[src/rtl/sisc_mem_pkg.sv]
// Shared types and constants for the SISC unified-memory arbiter.
package sisc_mem_pkg;

  typedef enum logic [1:0] {
    IDLE   = 2'd0,
    ACCESS = 2'd1,
    WAIT   = 2'd2,
    RESP   = 2'd3
  } state_t;

  typedef enum logic {
    OWN_IF = 1'b0,
    OWN_D  = 1'b1
  } owner_t;

  localparam int unsigned MEM_LAT_MIN = 1;
  localparam int unsigned MEM_LAT_MAX = 4;
  localparam int unsigned LAT_CNT_W   = $clog2(MEM_LAT_MAX);

endpackage

[src/rtl/arb2_rr.sv]
// Two-way round-robin picker: a tie goes to the requester that did not win last.
import sisc_mem_pkg::*;

module arb2_rr (
  input  logic [1:0] req,
  input  logic       last_owner,
  output logic       pick_valid,
  output logic       pick
);

  owner_t pick_sel;

  // req[0] is the fetch port, req[1] the data port
  always_comb begin
    pick_sel = OWN_IF;
    unique case (req)
      2'b01:   pick_sel = OWN_IF;
      2'b10:   pick_sel = OWN_D;
      2'b11:   pick_sel = (last_owner == OWN_IF) ? OWN_D : OWN_IF;
      default: pick_sel = OWN_IF;
    endcase
  end

  assign pick_valid = |req;
  assign pick       = pick_sel;

endmodule

[src/rtl/sisc_mem_arb.sv]
// Arbiter and access sequencer sharing the single-ported SISC memory between
// instruction fetch and data load/store; outputs come only from registered state.
import sisc_mem_pkg::*;

module sisc_mem_arb #(
  parameter int unsigned ADDR_W  = 16,
  parameter int unsigned DATA_W  = 32,
  parameter int unsigned MEM_LAT = 1
) (
  input  logic              clk,
  input  logic              rst_f,
  input  logic              if_req,
  input  logic [ADDR_W-1:0] if_addr,
  output logic              if_gnt,
  output logic              if_rvalid,
  output logic [DATA_W-1:0] if_rdata,
  input  logic              d_req,
  input  logic              d_we,
  input  logic [ADDR_W-1:0] d_addr,
  input  logic [DATA_W-1:0] d_wdata,
  output logic              d_gnt,
  output logic              d_rvalid,
  output logic [DATA_W-1:0] d_rdata,
  output logic              m_en,
  output logic              m_we,
  output logic [ADDR_W-1:0] m_addr,
  output logic [DATA_W-1:0] m_wdata,
  input  logic [DATA_W-1:0] m_rdata,
  output logic              busy
);

  localparam logic [LAT_CNT_W-1:0] LAT_INIT = LAT_CNT_W'(MEM_LAT - 1);

  state_t                state, state_nxt;
  owner_t                owner, last_owner;
  logic [LAT_CNT_W-1:0]  lat_cnt;
  logic                  we_q;
  logic                  pick_valid;
  logic                  pick_raw;
  owner_t                pick;

  arb2_rr u_arb (
    .req        ({d_req, if_req}),
    .last_owner (last_owner),
    .pick_valid (pick_valid),
    .pick       (pick_raw)
  );

  assign pick = owner_t'(pick_raw);

  always_ff @(posedge clk or negedge rst_f) begin
    if (!rst_f) begin
      state      <= IDLE;
      owner      <= OWN_IF;
      last_owner <= OWN_IF;
      lat_cnt    <= '0;
      we_q       <= 1'b0;
      m_addr     <= '0;
      m_wdata    <= '0;
      if_rdata   <= '0;
      d_rdata    <= '0;
    end else begin
      state <= state_nxt;
      unique case (state)
        IDLE: begin
          if (pick_valid) begin
            owner      <= pick;
            last_owner <= pick;
            if (pick == OWN_D) begin
              m_addr  <= d_addr;
              m_wdata <= d_wdata;
              we_q    <= d_we;
            end else begin
              m_addr <= if_addr;
              we_q   <= 1'b0;
            end
          end
        end
        ACCESS: lat_cnt <= LAT_INIT;
        WAIT: begin
          // read data is only valid on the final WAIT cycle
          if (lat_cnt == '0) begin
            if (owner == OWN_D) d_rdata  <= m_rdata;
            else                if_rdata <= m_rdata;
          end else begin
            lat_cnt <= lat_cnt - LAT_CNT_W'(1);
          end
        end
        RESP: ;
        default: ;
      endcase
    end
  end

  always_comb begin
    state_nxt = state;
    unique case (state)
      IDLE:    if (pick_valid) state_nxt = ACCESS;
      ACCESS:  state_nxt = we_q ? IDLE : WAIT;
      WAIT:    if (lat_cnt == '0) state_nxt = RESP;
      RESP:    state_nxt = IDLE;
      default: state_nxt = IDLE;
    endcase
  end

  always_comb begin
    m_en      = (state == ACCESS);
    m_we      = m_en && we_q;
    if_gnt    = m_en && (owner == OWN_IF);
    d_gnt     = m_en && (owner == OWN_D);
    if_rvalid = (state == RESP) && (owner == OWN_IF);
    d_rvalid  = (state == RESP) && (owner == OWN_D);
    busy      = (state != IDLE);
  end

endmodule

[config.mk]
export PLATFORM = sky130hd
export DESIGN_NAME = sisc_mem_arb
export DESIGN_NICKNAME = d
export VERILOG_FILES = /design/src/rtl/sisc_mem_pkg.sv /design/src/rtl/arb2_rr.sv /design/src/rtl/sisc_mem_arb.sv
export SDC_FILE = /design/constraint.sdc
export NUM_CORES = 1
export LEC_CHECK = 0
export CELL_PAD_IN_SITES_DETAIL_PLACEMENT = 0
export CELL_PAD_IN_SITES_GLOBAL_PLACEMENT = 1
export CORE_UTILIZATION = 34
export DETAILED_ROUTE_END_ITERATION = 8
export PLACE_DENSITY = 0.89
export SYNTH_ARGS = -nofsm -noshare
export SYNTH_HDL_FRONTEND = slang
export SYNTH_HIERARCHICAL = 1
export SYNTH_SLANG_ARGS = --single-unit
[constraint.sdc]
create_clock -name clk -period 3.69 [get_ports clk]
set_input_delay 0.738 -clock clk [delete_from_list [all_inputs] [get_ports clk]]
set_output_delay 0.738 -clock clk [all_outputs]
set_load 0.02 [all_outputs]
==> results of run 1 <==
==> layout make-up <==
| cell class | count | area [µm²] | area share, % |
|---|---|---|---|
| flip-flops and latches | 118 | 2953 | 38.59 |
| clock buffers | 18 | 439.2 | 5.739 |
| clock inverters | 14 | 173.9 | 2.273 |
| repair buffers | 226 | 2255 | 29.46 |
| well taps | 176 | 220.2 | 2.878 |
| multi-input cells | 173 | 1593 | 20.81 |
| inverters | 5 | 18.77 | 0.2453 |
==> cells by family (layout without fill, tap and decap cells) <==
group                      Yosys count  count (layout)  synth area share, %
DFF                                118             118                63.32
muxes                              113             113                26.83
and+or+nand+nor                     34              34                3.703
AOI/OAI and AO/OA                   25              25                3.139
buffers and inverters               22             263                2.737
adders and majority gates            1               1               0.2683
==> routing by layer <==
layer,global-route usage [%],vias to the layer above,part of all wire [%]
met2,28.49,139,51
met3,6.801,20,7.6
met4,6.171,0,1.1
met1,19.83,1661,41
li1,-,1554,-
met5,0,-,0
==> metrics by stage <==
| step | hold slack [ps] | std cells | cell area [µm²] | utilization, % | power [mW] |
|---|---|---|---|---|---|
| 2_1_floorplan | 442.4 | 313 | 4663 | - | 4.077 |
| 3_3_place_gp | 467.3 | 698 | 7039 | 52.95 | 5.706 |
| 3_5_place_dp | 475.2 | 698 | 7039 | 52.95 | 5.796 |
| 4_1_cts | 433.9 | 730 | 7652 | 57.56 | 7.526 |
| 5_1_grt | 454.5 | 730 | 7652 | 57.56 | 7.809 |
| 6_report | 352.7 | 730 | 7652 | 57.56 | 7.437 |
==> worst max-delay path, stage by stage, from the launching register on <==
cell	delay, ps
dfrtp_1	510
nand2b_1	250
inv_1	120
and2_1	120
clkdlybuf4s50_1	590
==> cell usage after synthesis, drive strengths merged <==
library cell,count
a21oi,17
nand4b,1
mux2i,17
buf,13
and3,1
nand2,3
o31ai,1
mux2,96
and2,3
nor2,20
nor3,2
nor3b,1
clkbuf,4
a22o,3
or2,1
a21boi,1
o21ai,1
ha,1
dfrtp,118
a21o,2
inv,5
nand2b,2
==> flip-flops by register name, summed over array words and instances, names as in the netlist, named ones only <==
register	cells
d_rdata	32
if_rdata	32
m_wdata	32
m_addr	16
lat_cnt	2
last_owner	1
state	1
we_q	1
==> power breakdown <==
part | internal [mW] | switching, mW
registers | 1.95 | 0.379
clock network | 1.08 | 0.606
logic | 1.80 | 1.61
==> final timing paths <==
check,end,slack (ps),cells past startpoint
min reg2reg,m_wdata[18],490,1
max in group asynchronous,we_q,2790,2
min in group clk,m_wdata[18],490,1
min,m_wdata[26],350,2
max,d_gnt,940,4
max reg2reg,if_rdata[28],1760,6
==> flow_metrics.env, run 1 <==
export IMPL_antenna_found_initial=0
export IMPL_syn_inst=313
export IMPL_ant_nets=0
export IMPL_max_slew_margin_pct=55.57
export IMPL_cp_max_fo=11
export IMPL_vias_per_cell=4.622
export IMPL_first_pass_iters=4
export IMPL_dieArea_um2=14190
export IMPL_end_kind="primary output"
export IMPL_startpoint_type="flip-flop"
export IMPL_htree_levels=4
export IMPL_path_clk_slew_ps=60
export IMPL_crit_required_ps=2950
export IMPL_synthDistinctLibCells=26
export IMPL_synth_area_leaders="dfrtp_1, mux2_2, mux2_1, mux2i_1, a21oi_1"
export IMPL_clkLatencyLatePin_ps=410
export IMPL_crit_type="flip-flop to primary output"
export IMPL_hold_violations=0
export IMPL_grtUsageTotal_pct=17.11
export IMPL_drt_initial_drc_count=150
export IMPL_die_x_um=119.1
export IMPL_fillerInstances=1067
export IMPL_netlist_area_leader_share_pct=63.32
export IMPL_final_common_cell="clkdlybuf4s50_1"
export IMPL_status="finished, final reports clean"
export IMPL_cts_buffers=17
export IMPL_synth_area_per_cell_um2=14.90
export IMPL_initial_core_util_pct=35.07
export IMPL_grt_max_degree=119
export IMPL_dp_hpwl_um=8163
export IMPL_netlist_area_um2=4663
export IMPL_clock_path_buffers=2
export IMPL_rsz0062_at_grt="no"
export IMPL_drive_gt1_share_pct=20.04
export IMPL_leakage_nw=3.204
export IMPL_synth_top_cell_by_area="dfrtp_1"
export IMPL_synth_seq_cells=118
export IMPL_tightest_slew_ps=666.4
export IMPL_synth_fp_nets=415
export IMPL_tritoncts="yes"
export IMPL_peakVddDrop_mv=0.3867
export IMPL_wl_um=11460
export IMPL_setup_ws_ps=938.7
export IMPL_cts_root_buf="clkbuf_16"
export IMPL_tns_ps=0
export IMPL_drc=0
export IMPL_cts_hold_buffers=0
export IMPL_gp_congestion=0.7496
export IMPL_finalCritPeriodShare_pct=74.56
export IMPL_std_cell_rows=42
export IMPL_syn_to_final_growth_pct=64.10
export IMPL_post_cts_setup_buffers=0
export IMPL_max_freq_mhz=363.5
export IMPL_grt_pass1_vias=3576
export IMPL_die_h_um=119.1
export IMPL_yosys_warnings=6
export IMPL_maxCapViolations=0
export IMPL_rr_startpoint="lat_cnt[0]"
export IMPL_core_area_um2=13300
export IMPL_diodes=0
export IMPL_grt_pass1_wl_um=18510
export IMPL_power_density_nw_per_um2=971.9
export IMPL_arrival_ps=2010
export IMPL_cts_resized=0
export IMPL_hold_path_class="input port to asynchronous set/reset pin"
export IMPL_finalClockSkew_ps=6.193
export IMPL_wire_per_inst_um=15.70
export IMPL_ios=220
export IMPL_min_period_ps=2751
export IMPL_seq_area_frac_synth_pct=63.32
export IMPL_setup_viol=0
export IMPL_cts_sinks=118
export IMPL_final_nets=643
export IMPL_maxSlewViolCount=0
export IMPL_pre_cts_ws_ps=1054
export IMPL_vias=3374
export IMPL_final_cell_mix="clkdlybuf4s50_1, dfrtp_1, mux2_2"
export IMPL_port_buffers=219
export IMPL_grt_overflow_total=0
Power figures use the tool's default switching activity.
==> run 2: changes to the inputs <==
Settings changed: CORE_UTILIZATION 34 to 29, PLACE_DENSITY 0.89 to 0.81.
Clock period 3.69 ns to 2.5 ns, I/O delays scaled along.
==> flow_metrics.env, run 2 (same netlist as run 1, synthesis figures left out) <==
export IMPL_final_common_cell="clkdlybuf4s50_1"
export IMPL_maxSlewViolCount=0
export IMPL_grtUsageTotal_pct=14.38
export IMPL_reg_largest_list="d_rdata: 32 flops, if_rdata: 32 flops, m_wdata: 32 flops"
export IMPL_die_x_um=128.8
export IMPL_status="finished, final reports clean"
export IMPL_crit_required_ps=2000
export IMPL_hold_path_class="input port to asynchronous set/reset pin"
export IMPL_maxCapViolations=0
export IMPL_crit_type="flip-flop to primary output"
export IMPL_path_clk_slew_ps=60
export IMPL_drive_gt1_share_pct=20.04
export IMPL_diodes=0
export IMPL_ios=220
export IMPL_cts_sinks=118
export IMPL_hold_ws_ps=36.59
export IMPL_rsz0062_at_grt="no"
export IMPL_ant_nets=0
export IMPL_vias=3318
export IMPL_finalClockSkew_ps=8.890
export IMPL_cts_buffers=17
export IMPL_cp_max_fo=11
export IMPL_post_cts_setup_buffers=0
export IMPL_final_cell_mix="clkdlybuf4s50_1, dfrtp_1, mux2_2"
export IMPL_grt_overflow_total=0
export IMPL_dieArea_um2=16590
export IMPL_tritoncts="yes"
export IMPL_syn_to_final_growth_pct=66.25
export IMPL_htree_levels=4
export IMPL_multi_input_area_um2=1593
export IMPL_hold_violations=0
export IMPL_drt_initial_drc_count=97
export IMPL_seq_area_um2=2955
export IMPL_clock_path_buffers=2
export IMPL_power_density_nw_per_um2=1424
export IMPL_tightest_slew_ps=471.0
export IMPL_postLayoutCoreUtil_pct=50.25
export IMPL_die_h_um=128.8
export IMPL_wire_per_inst_um=14.94
export IMPL_port_buffers=219
export IMPL_max_freq_mhz=433.6
export IMPL_setup_viol=0
export IMPL_peakVddDrop_mv=0.9154
export IMPL_core_area_um2=15430
export IMPL_max_slew_margin_pct=68.60
export IMPL_fillerInstances=1384
export IMPL_wl_um=11430
export IMPL_final_cell_area_um2=7752
export IMPL_leakage_nw=3.250
export IMPL_tns_ps=0
export IMPL_first_pass_iters=4
export IMPL_initial_core_util_pct=30.23
export IMPL_gp_congestion=0.7206
export IMPL_clkLatencyLatePin_ps=400
export IMPL_final_nets=643
export IMPL_finalCritPeriodShare_pct=92.24
export IMPL_cts_root_buf="clkbuf_16"
export IMPL_end_kind="primary output"
export IMPL_startpoint_type="flip-flop"
export IMPL_placed_area_um2=7121
export IMPL_grt_pass1_wl_um=18060
export IMPL_antenna_found_initial=0
export IMPL_grt_pass1_vias=3560
export IMPL_arrival_ps=1810
export IMPL_drc=0
export IMPL_grt_max_degree=50
export IMPL_min_period_ps=2306
export IMPL_vias_per_cell=4.337
export IMPL_std_cell_rows=45
export IMPL_dp_hpwl_um=8298
==> run 2: routing by layer <==
metal	share of wire [%]	vias to the layer above	global-route usage, %
li1	-	1548	-
met1	40	1625	16.57
met2	51	137	24.10
met3	8.0	8	6.154
met4	0.75	0	4.567
met5	0	-	0
==> run 2: what timing repair did <==
| action | CTS | global route |
|---|---|---|
| setup endpoints to repair | 2 | 2 |
| resized for setup | 1 | 3 |
| hold buffers | 0 | 0 |
==> run 2: path summary, 6_finish.rpt <==
path	slack [ps]	end	from	cells past startpoint
worst min register to register	480	m_wdata[28]	m_wdata[28]	1
worst min-delay path	40	d_rdata[15]	rst_f	1
worst max-delay path	190	if_gnt	flip-flop	3
worst max register to register	720	d_rdata[24]	lat_cnt[0]	5
max in group asynchronous	1840	state[0]	rst_f	2
min in group clk	480	m_wdata[28]	m_wdata[28]	1
==> run 2: metrics by stage <==
stage / cells / worst slack [ps] / power [mW]
2_1_floorplan: 313 / 728.7 / 6.018
3_5_place_dp: 733 / 196.4 / 8.599
5_1_grt: 765 / 87.18 / 11.65
6_report: 765 / 193.9 / 11.04
3_3_place_gp: 733 / 256.8 / 8.481
4_1_cts: 765 / 4.395 / 11.20
==> run 2: layout make-up <==
cell class,instances,share of cell area (%)
Clock buffer,20,5.762
Sequential cell,118,38.12
Timing Repair Buffer,226,29.63
Multi-Input combinational cell,173,20.55
Tap cell,211,3.405
Clock inverter,12,2.292
Inverter,5,0.2421
==> run 2: worst max-delay path, stage by stage, from the launching register on <==
cell	delay, ps
dfrtp_2	490
nand2b_1	210
nor2_1	90
clkdlybuf4s50_1	620
==> run 2: power by group <==
part           internal [mW]  switching, mW  leakage [nW]
Sequential              2.89          0.547          1.38
Clock                   1.69          0.850         0.292
Combinational           2.69           2.38          1.58
Total                   7.26           3.77          3.25
==> run 3: changes to the inputs <==
Settings changed: CORE_MARGIN from default to 4.
==> flow_metrics.env, run 3 (same netlist as run 1, synthesis figures left out) <==
export IMPL_status="finished, final reports clean"
export IMPL_std_cell_rows=46
export IMPL_drt_initial_drc_count=95
export IMPL_clock_path_buffers=2
export IMPL_cp_startpoint="state[0]"
export IMPL_seq_power_share_pct=31.3
export IMPL_arrival_ps=1880
export IMPL_cts_root_buf="clkbuf_16"
export IMPL_postLayoutCoreUtil_pct=48.82
export IMPL_drive_gt1_share_pct=20.14
export IMPL_r2r_cells=6
export IMPL_diodes=0
export IMPL_p_int_mw=7.174
export IMPL_grt_overflow_total=0
export IMPL_wire_per_inst_um=15.84
export IMPL_cp_endpoint="d_gnt"
export IMPL_die_h_um=134.8
export IMPL_dp_hpwl_um=9150
export IMPL_final_cell_mix="clkdlybuf4s50_1, dfrtp_1, mux2_2"
export IMPL_startpoint_type="flip-flop"
export IMPL_first_pass_iters=4
export IMPL_hold_violations=0
export IMPL_timing_rr_end="if_rdata[14]"
export IMPL_hold_path_class="input port to asynchronous set/reset pin"
export IMPL_htree_levels=4
export IMPL_vias_per_cell=4.328
export IMPL_finalClockSkew_ps=5.205
export IMPL_combinationalPowerShare_pct=46.8
export IMPL_maxCapViolations=0
export IMPL_final_nets=645
export IMPL_tightest_slew_ps=563.7
export IMPL_grt_max_degree=58
export IMPL_peakVddDrop_mv=0.5627
export IMPL_wl_um=12230
export IMPL_ant_nets=0
export IMPL_grtUsageTotal_pct=13.65
export IMPL_max_freq_mhz=420.5
export IMPL_cts_sinks=118
export IMPL_tritoncts="yes"
export IMPL_power_density_nw_per_um2=1417
export IMPL_rsz0062_at_grt="no"
export IMPL_initial_core_util_pct=29.46
export IMPL_ios=220
export IMPL_vias=3341
export IMPL_post_place_cells=740
export IMPL_drc=0
export IMPL_reg_largest_list="d_rdata: 32 flops, if_rdata: 32 flops, m_wdata: 32 flops"
export IMPL_max_slew_margin_pct=62.42
export IMPL_min_period_ps=2378
export IMPL_core_area_um2=15830
export IMPL_dieArea_um2=18170
export IMPL_syn_to_final_growth_pct=65.71
export IMPL_final_common_cell="clkdlybuf4s50_1"
export IMPL_p_switching_mw=3.777
export IMPL_finalCritPeriodShare_pct=95.12
export IMPL_leakage_nw=3.221
export IMPL_antenna_found_initial=0
export IMPL_layout_cells_non_filler=772
export IMPL_setup_ws_ps=122.0
export IMPL_tns_ps=0
export IMPL_die_x_um=134.8
export IMPL_p_sw_share_pct=34.49
export IMPL_clockPowerShare_pct=21.9
export IMPL_end_kind="primary output"
export IMPL_crit_required_ps=2000
export IMPL_cts_buffers=17
export IMPL_pre_cts_ws_ps=233.0
export IMPL_grt_pass1_vias=3684
export IMPL_r2r_setup_slack_ps=720
export IMPL_maxSlewViolCount=0
export IMPL_final_cell_area_um2=7727
export IMPL_clkLatencyLatePin_ps=400
export IMPL_path_clk_slew_ps=50
export IMPL_crit_type="flip-flop to primary output"
export IMPL_gp_congestion=0.7377
export IMPL_setup_viol=0
export IMPL_port_buffers=219
export IMPL_grt_pass1_wl_um=19380
export IMPL_cp_max_fo=13
export IMPL_placed_area_um2=7129
export IMPL_cts_hold_buffers=0
export IMPL_fillerInstances=1374
export IMPL_rr_startpoint="lat_cnt[0]"
-- run 3: cell types whose count changed in the layout (fill, tap and decap cells not counted), sizes merged --
cell	previous run	this run
clkinvlp	4	2
dlymetal6s2s	2	0
bufinv	4	2
clkbuf	20	24
buf	8	10
clkdlybuf4s50	216	218
-- run 3: area by class of cell --
class / instances / area, µm² / area share, %
Clock inverter: 8 / 95.09 / 1.231
Tap cell: 216 / 270.3 / 3.497
Timing Repair Buffer: 228 / 2295 / 29.70
Sequential cell: 118 / 2954 / 38.23
Inverter: 5 / 18.77 / 0.2429
Multi-Input combinational cell: 173 / 1593 / 20.61
Clock buffer: 24 / 501.7 / 6.493
-- run 3: metal layers --
layer / track usage [%] / up-vias / wire length, µm
met2: 23.35 / 125 / 6384
li1: - / 1552 / -
met5: 0 / - / 0
met1: 15.32 / 1651 / 4653
met4: 4.977 / 0 / 164
met3: 5.626 / 13 / 1024
-- run 3: how the worst min path moves through the flow --
stage / end / slack [ps] / cells after the start
3_5_place_dp: m_wdata[29] / 480 / 1
6_report: if_rdata[28] / 90 / 1
5_1_grt: if_rdata[28] / 130 / 1
4_1_cts: d_rdata[28] / 90 / 1
3_3_place_gp: m_wdata[23] / 470 / 1
2_1_floorplan: asynchronous set/reset pin / 200 / 0
-- run 3: critical path: stages, from the launching register on --
cell,delay [ps]
dfrtp_2,500
nand2b_1,150
inv_1,100
and2_1,130
clkdlybuf4s50_1,600
-- run 3: repair_timing --
action / 4_1_cts / 5_1_grt
endpoints found under the hold margin: 0 / 0
buffers inserted: 0 / 0
gates resized for setup: 1 / 0
setup endpoints to repair: 2 / 0
-- run 3: power by group through the flow --
stage	clock network [mW]	registers [mW]	logic (mW)
finish	2.40	3.43	5.12
global route	2.56	3.55	5.44
CTS	2.48	3.44	5.22
detailed placement	0	3.45	5.21
global placement	0	3.41	5.11
floorplan	0	4.51	1.50
-- run 3: per-stage QoR --
| stage | hold slack [ps] | total power [mW] |
|---|---|---|
| 2_1_floorplan | 204.4 | 6.018 |
| 3_3_place_gp | 468.6 | 8.521 |
| 3_5_place_dp | 477.5 | 8.664 |
| 4_1_cts | 94.74 | 11.13 |
| 5_1_grt | 128.5 | 11.55 |
| 6_report | 94.14 | 10.95 |
